## src/rtl/multi_debounce_ev.sv

```systemverilog
// multi_debounce_ev
//   Multi-channel push-button / switch debouncer with press, release and
//   long-hold event pulses. Each channel has a 2-FF synchroniser, a
//   saturating up/down integrator with hysteresis and a long-hold counter.
//   A single free-running prescaler paces every integrator and hold counter.
//
// Parameters
//   NUM_CH        number of independent channels (>=1)
//   TICK_DIV      clock cycles per integration tick (1 = every cycle)
//   STABLE_TICKS  consistent ticks needed to change the debounced level
//   LONG_TICKS    ticks of asserted level before o_long fires (0 = disabled)
//   ACTIVE_LOW    1 = pin reads 0 when pressed
//
// Ports
//   i_clk      system clock
//   i_rst      asynchronous, active-high reset
//   i_db       raw asynchronous pin inputs
//   o_level    debounced level, 1 = pressed/active
//   o_press    1-cycle pulse on o_level 0->1
//   o_release  1-cycle pulse on o_level 1->0
//   o_long     1-cycle pulse when the hold time reaches LONG_TICKS
module multi_debounce_ev #(
  parameter int unsigned NUM_CH       = 4,
  parameter int unsigned TICK_DIV     = 1000,
  parameter int unsigned STABLE_TICKS = 50,
  parameter int unsigned LONG_TICKS   = 1000,
  parameter bit          ACTIVE_LOW   = 1'b1
) (
  input  logic              i_clk,
  input  logic              i_rst,
  input  logic [NUM_CH-1:0] i_db,
  output logic [NUM_CH-1:0] o_level,
  output logic [NUM_CH-1:0] o_press,
  output logic [NUM_CH-1:0] o_release,
  output logic [NUM_CH-1:0] o_long
);

  localparam int unsigned      CNT_W   = $clog2(STABLE_TICKS + 1);
  localparam logic [CNT_W-1:0] CNT_MAX = CNT_W'(STABLE_TICKS);
  // Idle pin level; also the polarity mask applied after the synchroniser.
  localparam logic [NUM_CH-1:0] IDLE   = {NUM_CH{ACTIVE_LOW}};

  // ---------------------------------------------------------------------
  // Synchroniser
  // ---------------------------------------------------------------------
  logic [NUM_CH-1:0] sync1_q, sync1_d;
  logic [NUM_CH-1:0] sync2_q, sync2_d;
  logic [NUM_CH-1:0] act;

  always_comb begin
    sync1_d = i_db;
    sync2_d = sync1_q;
    act     = sync2_q ^ IDLE;
  end

  always_ff @(posedge i_clk or posedge i_rst) begin
    if (i_rst) begin
      sync1_q <= IDLE;
      sync2_q <= IDLE;
    end else begin
      sync1_q <= sync1_d;
      sync2_q <= sync2_d;
    end
  end

  // ---------------------------------------------------------------------
  // Shared prescaler
  // ---------------------------------------------------------------------
  logic tick;

  if (TICK_DIV == 1) begin : g_no_div
    always_comb tick = 1'b1;
  end else begin : g_div
    localparam int unsigned      DIV_W    = $clog2(TICK_DIV);
    localparam logic [DIV_W-1:0] DIV_LAST = DIV_W'(TICK_DIV - 1);

    logic [DIV_W-1:0] div_q, div_d;

    always_comb begin
      tick  = (div_q == DIV_LAST);
      div_d = tick ? '0 : div_q + DIV_W'(1);
    end

    always_ff @(posedge i_clk or posedge i_rst) begin
      if (i_rst) div_q <= '0;
      else       div_q <= div_d;
    end
  end

  // ---------------------------------------------------------------------
  // Integrators, hysteresis level and press/release events
  // ---------------------------------------------------------------------
  logic [CNT_W-1:0]  cnt_q [NUM_CH];
  logic [CNT_W-1:0]  cnt_d [NUM_CH];
  logic [NUM_CH-1:0] level_q, level_d;
  logic [NUM_CH-1:0] press_q, press_d;
  logic [NUM_CH-1:0] release_q, release_d;

  always_comb begin
    cnt_d     = cnt_q;
    level_d   = level_q;
    press_d   = '0;
    release_d = '0;
    for (int unsigned c = 0; c < NUM_CH; c++) begin
      if (tick) begin
        if (act[c] && (cnt_q[c] != CNT_MAX)) begin
          cnt_d[c] = cnt_q[c] + CNT_W'(1);
        end else if (!act[c] && (cnt_q[c] != '0)) begin
          cnt_d[c] = cnt_q[c] - CNT_W'(1);
        end
      end
      // Level only moves at the two saturation points, so partial bounces
      // that leave the count strictly inside the range are ignored.
      if (cnt_d[c] == CNT_MAX) begin
        level_d[c] = 1'b1;
      end else if (cnt_d[c] == '0) begin
        level_d[c] = 1'b0;
      end
      press_d[c]   =  level_d[c] & ~level_q[c];
      release_d[c] = ~level_d[c] &  level_q[c];
    end
  end

  always_ff @(posedge i_clk or posedge i_rst) begin
    if (i_rst) begin
      for (int unsigned c = 0; c < NUM_CH; c++) begin
        cnt_q[c] <= '0;
      end
      level_q   <= '0;
      press_q   <= '0;
      release_q <= '0;
    end else begin
      cnt_q     <= cnt_d;
      level_q   <= level_d;
      press_q   <= press_d;
      release_q <= release_d;
    end
  end

  always_comb begin
    o_level   = level_q;
    o_press   = press_q;
    o_release = release_q;
  end

  // ---------------------------------------------------------------------
  // Long-hold detection
  // ---------------------------------------------------------------------
  if (LONG_TICKS == 0) begin : g_no_long
    always_comb o_long = '0;
  end else begin : g_long
    localparam int unsigned       HOLD_W   = $clog2(LONG_TICKS + 1);
    localparam logic [HOLD_W-1:0] HOLD_MAX = HOLD_W'(LONG_TICKS);

    logic [HOLD_W-1:0] hold_q [NUM_CH];
    logic [HOLD_W-1:0] hold_d [NUM_CH];
    logic [NUM_CH-1:0] long_q, long_d;

    always_comb begin
      hold_d = hold_q;
      long_d = '0;
      for (int unsigned c = 0; c < NUM_CH; c++) begin
        if (!level_q[c]) begin
          hold_d[c] = '0;
        end else if (tick && (hold_q[c] != HOLD_MAX)) begin
          hold_d[c] = hold_q[c] + HOLD_W'(1);
        end
        // Fires only on the step into saturation: one pulse per press.
        long_d[c] = (hold_d[c] == HOLD_MAX) && (hold_q[c] != HOLD_MAX);
      end
    end

    always_ff @(posedge i_clk or posedge i_rst) begin
      if (i_rst) begin
        for (int unsigned c = 0; c < NUM_CH; c++) begin
          hold_q[c] <= '0;
        end
        long_q <= '0;
      end else begin
        hold_q <= hold_d;
        long_q <= long_d;
      end
    end

    always_comb o_long = long_q;
  end

endmodule

```

## config.mk

```make
export PLATFORM = sky130hd
export DESIGN_NAME = multi_debounce_ev
export DESIGN_NICKNAME = d
export VERILOG_FILES = /design/src/rtl/multi_debounce_ev.sv
export SDC_FILE = /design/constraint.sdc
export NUM_CORES = 1
export LEC_CHECK = 0
export ABC_AREA = 1
export BUFFER_PORTS_ARGS = -buffer_cell sky130_fd_sc_hd__buf_2
export CAP_MARGIN = 20
export CORE_ASPECT_RATIO = 0.9
export CORE_MARGIN = 4
export CORE_UTILIZATION = 65
export DETAILED_ROUTE_END_ITERATION = 12
export PLACE_DENSITY = 0.94
export RECOVER_POWER = 100
export REMOVE_ABC_BUFFERS = 1
export SLEW_MARGIN = 15
export SYNTH_ARGS = -nofsm -noshare
export SYNTH_HDL_FRONTEND = slang
export SYNTH_SLANG_ARGS = --single-unit
```

## constraint.sdc

```tcl
create_clock -name i_clk -period 5.5 [get_ports i_clk]
set_input_delay 0 -clock i_clk [delete_from_list [all_inputs] [get_ports i_clk]]
set_output_delay 0 -clock i_clk [all_outputs]
set_load 0.02 [all_outputs]
```

======== Word level (Yosys, flattened, before mapping) ========
Index checks and enable logic that the tools add are counted.
storage, ports and cells
  register bits after elaboration ......... 98
  input bits .............................. 6
  word-level logic and storage cells ...... 119
operators by class
  add/sub/neg operators ................... 13
  equal/unequal tests ..................... 17
  mux-type cells .......................... 29
  bitwise logic cells ..................... 17
  reductions and logical operators ........ 28
operators with widths
  kind                                               number
  2-to-1 mux 10 bit                                  9
  2-to-1 mux 6 bit                                   12
  adder 10 x 1 -> 10 bit (second input constant)     5
  equality test 10 bit (second input constant)       5
  inequality test 10 bit (second input constant)     4
  adder 6 x 1 -> 6 bit (second input constant)       4
  equality test 6 bit (second input constant)        4
  logical NOT 6 bit                                  4
  inequality test 6 bit (second input constant)      4
  nonzero test 6 bit                                 4
  subtractor 6 x 1 -> 6 bit (second input constant)  4
  logical AND 1 bit                                  16
  AND 1 bit                                          8
  2-to-1 mux 1 bit                                   8
  inverter 1 bit                                     8
  logical NOT 1 bit                                  4
  inverter 4 bit                                     1

======== Logic depth before layout (Yosys ltp) ========
Gate-level depths: netlist of the first run.
  depth in word-level cells ............... 11
  gate-level depth with buffers ........... 16
  mapped depth without buffers ............ 16

======== Worst setup path before layout of the first run ========
Ideal clock, no wire load.
  kind .................................... register -> register
  start point ............................. register g_div.div_q[0]
  end point ............................... register level_q[3], in the netlist o_level[3]
  arrival ................................. 1.664 ns
  path slack .............................. 3.718 ns
  stages on the path, launching flop included .. 13
  cell sequence ........................... dfrtp_1 ha_1 nand2_1 inv_1 nand3_1 clkinv_2 nand2_1 xor2_1 nand2_1 nor2_1 nand2_1 nand2_1 nand2_1
between the ends
  cells in the longest elaborated chain, start to end .. 5
  elaborated cells between the ends (all ways) .. 6
RTL lines
  what                      RTL line  source
  from (decl)               77        logic [DIV_W-1:0] div_q, div_d;
  from (signal assigned)    86        else div_q <= div_d;
  equality test 10 bit (*)  80        tick = (div_q == DIV_LAST);
  2-to-1 mux 6 bit (*)      105       if (tick) begin
  logical NOT 6 bit         116       end else if (cnt_d[c] == '0) begin
  2-to-1 mux 1 bit          116
  2-to-1 mux 1 bit (*)      114       if (cnt_d[c] == CNT_MAX) begin
  via level_d[3]            95        logic [NUM_CH-1:0] level_q, level_d;
  to (signal assigned)      134       level_q <= level_d;
  to (decl)                 95
The timed path passes the listed nets; every way through them passes the cells marked *.

==> results of run 1 <==
## per-stage QoR
stage	total power (W)	std cells	worst slack [ps]	cell area (µm²)
floorplan	0.000760	856	2950	6250
global placement	0.000768	1000	3390	6520
detailed placement	0.000769	1000	3270	6520
CTS	0.00124	1021	3240	6760
global route	0.00127	1021	1490	6680
finish	0.00122	1021	1930	6680
## state kept, by name (all words and copies together), names as in the netlist
| name | cells |
|---|---|
| o_press | 4 |
| g_div.div_q | 10 |
| cnt_q | 24 |
| sync1_q | 4 |
| sync2_q | 4 |
| o_release | 4 |
| o_long | 4 |
| g_long.hold_q | 40 |
| o_level | 4 |
## Yosys cell counts (3+ instances only)
cell type / n
a21oi_1: 9
buf_2: 6
clkinv_4: 3
dfrtp_1: 90
dfstp_2: 8
ha_1: 25
inv_1: 143
inv_2: 4
nand2_1: 246
nand2_2: 14
nand2_4: 4
nand3_1: 89
nand3_2: 3
nand4_1: 21
nor2_1: 82
nor2_2: 4
nor2_4: 9
nor3_1: 18
o211ai_1: 7
o21ai_0: 11
o21ai_1: 5
or2_2: 3
xnor2_1: 7
xor2_1: 41
## worst max-delay path, delay by kind of cell, from the launching register on
family                     cells  cell delay, ps
and+or+nand+nor                8            2440
DFF                            1             370
buffers and inverters          1             280
AOI/OAI and AO/OA              1             240
adders and majority gates      1             170
## cell families (layout without fill, tap and decap cells)
kind of cell	Yosys count	after routing
AND/OR/NAND/NOR	499	499
buffers and inverters	164	194
XOR/XNOR	49	49
AO/OA/AOI/OAI	34	34
flip-flops	98	98
adder cells (fa/ha/maj)	25	25
## final timing paths
kind / startpoint / end / cells past startpoint
worst max register to register: g_div.div_q[0] / o_long[3] / 11
worst min-delay path: i_db[1] / sync1_q[1] / 2
max in group asynchronous: i_rst / g_div.div_q[4] / 4
min in group asynchronous: i_rst / g_long.hold_q[14] / 3
worst min register to register: sync1_q[1] / sync2_q[1] / 0
worst max-delay path: g_div.div_q[0] / o_long[3] / 11
## power by group through the flow
stage | Sequential, W | Clock [W] | Combinational (W)
2_1_floorplan | 0.000741 | 0 | 0.0000190
3_3_place_gp | 0.000741 | 0 | 0.0000268
3_5_place_dp | 0.000742 | 0 | 0.0000278
4_1_cts | 0.000728 | 0.000480 | 0.0000304
5_1_grt | 0.000728 | 0.000510 | 0.0000340
6_report | 0.000728 | 0.000469 | 0.0000286
## final cells by class
cell class / count / share of cell area (%)
clock inverters: 6 / 1.01
clock buffers: 10 / 1.91
flip-flops and latches: 98 / 36.9
well taps: 122 / 2.29
inverters: 151 / 8.58
multi-input cells: 607 / 47.2
repair buffers: 27 / 2.10
## metal layers
metal | share of wire (%) | global-route usage, % | vias to the layer above
met1 | 45 | 29.9 | 2514
met4 | 1.7 | 8.41 | 0
met3 | 4.8 | 5.44 | 18
met5 | 0 | 0 | -
li1 | - | - | 2740
met2 | 49 | 42.2 | 138
## what timing repair did
item                       CTS  global route
setup endpoints to repair    0             0
hold endpoints to repair    31             0
buffers inserted             0             0
hold buffers                 5             0
## cells in the final DEF, fill, tap and decap left out, types with 2 or more instances in the layout
cell type / n
nand3_2: 3
clkbuf_2: 2
o21ai_0: 15
nor2_1: 86
clkinvlp_4: 2
clkinv_4: 2
xor2_1: 42
inv_1: 142
xnor2_1: 7
nand4_1: 21
clkbuf_8: 9
nand2_1: 249
or2_2: 3
nand3_1: 89
nand2_2: 12
inv_2: 4
nor2_2: 3
nor3_1: 18
buf_2: 4
nor2_4: 6
ha_1: 25
dfstp_2: 8
clkbuf_1: 17
clkinvlp_2: 5
nand2_4: 3
dfrtp_1: 90
a21oi_1: 9
nand3b_1: 2
o211ai_1: 7
dlygate4sd3_1: 5
==> summary.txt, run 1 <==
Timing
  • Final Hold Viols: 0
  • Slew headroom: -15.3%
  • Worst Tran Pin Value: between 1500 and 2000 ps
  • Setup TNS: 0 ps
  • RSZ-0062 raised after global routing: no
  • Fmax: 280 MHz
  • Final period util: 64.9%
  • Final setup viols: 0
  • Hold_ws: around 250 ps
  • Minimum clock period after layout: about 3600 ps
  • Max-slew violations: 94
  • Clk_skew: 9.03 ps

GRT
  • First-pass GRT wire length: 23100 µm
  • Initial antenna violation count: 0
  • Number of global-route vias before repair: 5386
  • GR Util All Layers: 24.2%
  • Pin count of the biggest net entering global routing: 72
  • Congestion Overflow GR: 0

Yosys
  • Post-Synth XOR/XNOR Area: 6.89%
  • Top cells by area, synth: dfrtp_1, nand2_1, inv_1, nand3_1, xor2_1
  • Mux share of post-synthesis cell area: 0%
  • Register area share after synthesis: roughly two fifths
  • Post-synthesis simple-gate area fraction: ~36%
  • Mean cell area of the mapped netlist: about 7.3 µm²
  • Post-synth EDFFs: 0
  • Post-synthesis cell type count: 37
  • FFs w/ async S/R, synth: 100%
  • Synthesis Warnings: 0
  • Syn Inst Count: 869
  • #FFs+latches synth: 98
  • Leading area contributor after synthesis: dfrtp_1
  • Post-synth top area share: 35.5%
  • Complex-gate fraction of the synthesized area: 3.12%
  • Ys flop type: dfrtp_1
  • Synthesized area: 6340 µm²
  • Largest family of logic cells by synthesized area: simple AND/OR/NAND/NOR gates
  • Post-Synth Adder-Cell Area: 4.93%

Pwr
  • Switch Pwr: 0.000282 W
  • Comb pwr share: 2.3%
  • P_leak: 3.57 nW
  • Clk pwr share: 38.3%
  • Power share of the sequential group: around 60%
  • Cell Pwr Density: 183 nW/µm²
  • Switching Fraction: 23.0%
  • VDD IR-drop max: 0.164 mV
  • P_int: 0.000943 W

Cells and area
  • Seq. cell area: 2460 µm²
  • Antenna Cells: 0
  • Area of the multi-input gates: 3150 µm²
  • NumNets Final: 925
  • Post-Route Utilization: 71.6%
  • Layout cells sized above 1: under 10%
  • Fillers: between 700 and 800
  • Synth-to-Final Area Change: 5.33%

Setup path
  • Worst setup EP type: register
  • Worst Path Required: just under 6000 ps
  • CP max stage cell: nor2_1
  • Kind of critical path: reg -> reg
  • CP Max Fanout: 20
  • CP Cell Sequence: ha_1 -> nand2_1 -> nor2_1 -> nand2_2 -> nor2_1 -> nand2_1 -> inv_2 -> nor2_1 -> a211oi_1 -> nand4_1 -> nor2_1
  • Critical path's largest stage delay: 1250 ps
  • R2r setup slk: approximately 1900 ps
  • CP most frequent cell: nor2_1
  • Startpoint types: register
  • CP arrival: roughly 4000 ps

Floorplan
  • Starting density of the core: 67.9%
  • Row count: 33
  • Full die area: 11400 µm²
  • Core Area: 9330 µm²
  • IO Count: 22
  • Die outline height: 102 µm
  • Die width: 112 µm

Clock tree
  • Root Buffer: clkbuf_8
  • Htree depth: 3
  • CTS tree: built
  • Clock Tree Buf Depth: 2
  • Sink Count: 98
  • Clk Latency, worst-skew pair: 380 ps
  • Cts repair resizes: 0
  • CTS Buf Count: 9
  • Clk slew on worst S/H paths: 90 ps

Place
  • IO Port Bufs: 21
  • HPWL Detailed: 9200 µm
  • RePlAce Congestion: 0.930

Drt
  • Total wire length: roughly 13000 µm
  • Pre-antenna DRT Iters: 5
  • DR WL/cell: ~12 µm
  • Post-route DRC: 0
  • Via count: 5410
  • Final ANT Viol Nets: 0
  • 1st-iter DRT viols: roughly 330
  • Via-to-Cell Ratio: 5.30

Hold path
  • Hold Crit Class: in -> reg

Status
  • Failing checks: capacitance limit, slew limit
  • Status: finished with violations

Flow run
  • # Max-Cap Violations: 3
No activity file was read; power rests on OpenSTA's default activity.
==> run 2, diff against run 1 <==
CORE_UTILIZATION = 57   (was 65)
PLACE_DENSITY = 0.88   (was 0.94)
clock period = 2.97 ns   (was 5.5 ns; I/O delays follow)
==> run 2 against run 1 <==
The run still ends with capacitance limit, slew limit left. Register-to-register slack got worse by 1500 ps. Via count increased by 0.39%. Clock skew about the same. Cell count up 3.0%. Cell area is 2.2% higher. Non-clock buffer count increased by 1. Combinational power increased by 86%. Critical path type unchanged. Critical endpoint is now o_level[1]. Largest cell class unchanged.
==> summary.txt, run 2 (same netlist as run 1, synthesis figures left out) <==
Status
  • Status: finished with violations
  • Failing checks: capacitance limit, slew limit

Drt
  • 1st-iter DRT viols: 449 (+37%)
  • Post-route DRC: 0 (unchanged)
  • Via count: 5431 (+0.39%)
  • DR WL/cell: 11.9 µm (-4.4%)
  • Total wire length: 12500 µm (-1.5%)
  • Via-to-Cell Ratio: 5.16 (-2.6%)
  • Pre-antenna DRT Iters: 4 (-1)
  • Final ANT Viol Nets: 0 (unchanged)

Setup path
  • Reg2reg end: o_level[1]
  • Worst setup EP type: register
  • Kind of critical path: reg -> reg
  • Cell family contributing the most delay on the critical path: simple AND/OR/NAND/NOR gates
  • CP Max Fanout: 10 (-50%)
  • CP arrival: 2730 ps (-1160 ps)
  • CP Cell Sequence: ha_1 -> nand2_1 -> inv_1 -> nand3_1 -> clkinvlp_2 -> nand2_1 -> xor2_1 -> nand2_1 -> nor2_1 -> nand2_1 -> nand2_1 -> nand2_1
  • R2r setup slk: 480 ps (-1450 ps)
  • Critical path's largest stage delay: 400 ps (-850 ps)
  • Startpoint types: register
  • Reg2reg path depth: 12 (+1)
  • Reg2reg start: g_div.div_q[0]
  • CP max stage cell: dfrtp_1
  • CP most frequent cell: nand2_1
  • Worst Path Required: 3210 ps (-2610 ps)
  • WP buf/inv: 2 (+1)
  • Crit path launch: g_div.div_q[0]

GRT
  • Pin count of the biggest net entering global routing: 51 (-29%)
  • Initial antenna violation count: 0 (unchanged)
  • Congestion Overflow GR: 0 (unchanged)
  • First-pass GRT wire length: 22000 µm (-4.8%)
  • GR Util All Layers: 20.3% (-3.8 points)
  • Number of global-route vias before repair: 5141 (-4.5%)

Cells and area
  • Seq. cell area: 2460 µm² (unchanged)
  • Final Cell Area: 6820 µm² (+2.2%)
  • Fillers: 914 (+21%)
  • Biggest regs: g_long.hold_q: 40 flops, cnt_q: 24 flops, g_div.div_q: 10 flops
  • Commonest non-fill, non-tap cell in the layout: nand2_1
  • Max reg flops: 40 (unchanged)
  • Synth-to-Final Area Change: 7.60%
  • Biggest register: g_long.hold_q
  • NumNets Final: 926 (+0.11%)
  • Area of the multi-input gates: 3150 µm² (unchanged)
  • Commonest non-fill, non-tap cells in the layout: nand2_1, inv_1, dfrtp_1
  • Layout cells sized above 1: 7.78% (-0.0087 points)
  • Final Instance Count excl. Fillers: 1052 (+3.0%)
  • Antenna Cells: 0 (unchanged)

Timing
  • Clk_skew: 9.20 ps (+0.176 ps)
  • RSZ-0062 raised after global routing: no
  • Max-slew violations: 51 (-46%)
  • Final setup viols: 0 (unchanged)
  • Worst Tran Pin Value: 1830 ps (+97.0 ps)
  • Minimum clock period after layout: 2490 ps (-1080 ps)
  • Final Hold Viols: 0 (unchanged)
  • Final period util: 83.9% (+19 points)
  • Setup TNS: 0 ps (unchanged)
  • Final worst setup slack: 479 ps (-1450 ps)
  • Slew headroom: -21.9% (-6.6 points)
  • Fmax: 401 MHz (+43%)

Clock tree
  • CTS tree: built
  • Sink Count: 98 (unchanged)
  • Setup Buffers After CTS: 0 (unchanged)
  • Root Buffer: clkbuf_16
  • Cts repair resizes: 0 (unchanged)
  • Htree depth: 3 (unchanged)
  • Clock Tree Buf Depth: 2 (unchanged)
  • CTS Buf Count: 9 (unchanged)
  • Clk slew on worst S/H paths: 70 ps (-20 ps)
  • Clk Latency, worst-skew pair: 350 ps (-30 ps)

Place
  • HPWL Detailed: 9130 µm (-0.74%)
  • RePlAce Congestion: 0.930 (unchanged)
  • Post-DP Area: 6560 µm² (+0.69%)
  • DP Cell Count: 1031 (+3.1%)
  • IO Port Bufs: 21 (unchanged)
  • Pre-CTS setup slack: 705 ps (-2570 ps)

Floorplan
  • Row count: 36 (+9.1%)
  • Core Area: 10900 µm² (+16%)
  • IO Count: 22 (unchanged)
  • Die width: 119 µm (+6.3%)
  • Starting density of the core: 58.4% (-9.5 points)
  • Die outline height: 108 µm (+6.3%)
  • Full die area: 12900 µm² (+13%)

Pwr
  • Cell Pwr Density: 369 nW/µm² (+100%)
  • P_leak: 3.65 nW (+2.1%)
  • VDD IR-drop max: 0.300 mV (+83%)

Hold path
  • Min-delay src: i_db[2]
  • Worst Hold Path EP: sync1_q[2]
  • Hold Crit Class: in -> reg
  • Hold depth: 2 (unchanged)

Flow run
  • # Max-Cap Violations: 1 (-2)
## run 2: changes by cell type in the layout (fill, tap and decap cells not counted), moves of 2 or more
| cell | before | now |
|---|---|---|
| clkbuf_16 | 0 | 9 |
| clkbuf_8 | 9 | 1 |
| clkinv_4 | 2 | 4 |
| clkinvlp_2 | 5 | 1 |
| inv_1 | 142 | 144 |
| inv_6 | 0 | 3 |
| nand2_1 | 249 | 251 |
| nand2_4 | 3 | 1 |
| nor2_1 | 86 | 84 |
| nor2_4 | 6 | 8 |
## run 2: cell type report
type | count | share of cell area, %
clock buffer | 10 | 3.50
sequential | 98 | 36.1
timing repair buffer | 28 | 2.13
multi-input combinational | 607 | 46.2
tap | 152 | 2.79
inverter | 151 | 8.55
clock inverter | 6 | 0.697
## run 2: metrics by stage
stage | hold WS, ps | total power, W | util, %
2_1_floorplan | 4.48 | 0.00141 | -
3_3_place_gp | 105 | 0.00142 | 60.5
3_5_place_dp | 106 | 0.00143 | 60.5
4_1_cts | 266 | 0.00256 | 63.6
5_1_grt | 297 | 0.00261 | 62.8
6_report | 282 | 0.00252 | 62.8
## run 2: worst max path at each step
| stage | cells past startpoint | to | slack (ps) |
|---|---|---|---|
| after CTS | 13 | o_long[1] | 680 |
| after detailed placement | 13 | o_long[1] | 700 |
| after global routing | 13 | o_long[1] | 230 |
| after floorplan | 1 | cnt_q[0] | 420 |
| after global placement | 13 | o_long[1] | 810 |
| final | 12 | o_level[1] | 480 |
## run 2: report_power, final
part	internal [W]	leakage (nW)	switching, W	total (W)
Sequential	0.00134	1.33	0.00000394	0.00135
Combinational	0.0000132	2.18	0.0000401	0.0000532
Clock	0.000600	0.140	0.000519	0.00112
Total	0.00196	3.65	0.000563	0.00252
## run 2: repair_timing
action	in CTS	in global routing
hold buffers	5	0
hold endpoints to repair	48	0
setup endpoints to repair	0	0
## run 2: layer usage
| layer | global-route usage (%) | routed length [µm] | vias up |
|---|---|---|---|
| li1 | - | - | 2736 |
| met1 | 26.4 | 5780 | 2543 |
| met2 | 34.4 | 5990 | 138 |
| met3 | 4.71 | 610 | 14 |
| met4 | 5.71 | 129 | 0 |
| met5 | 0 | 0 | - |
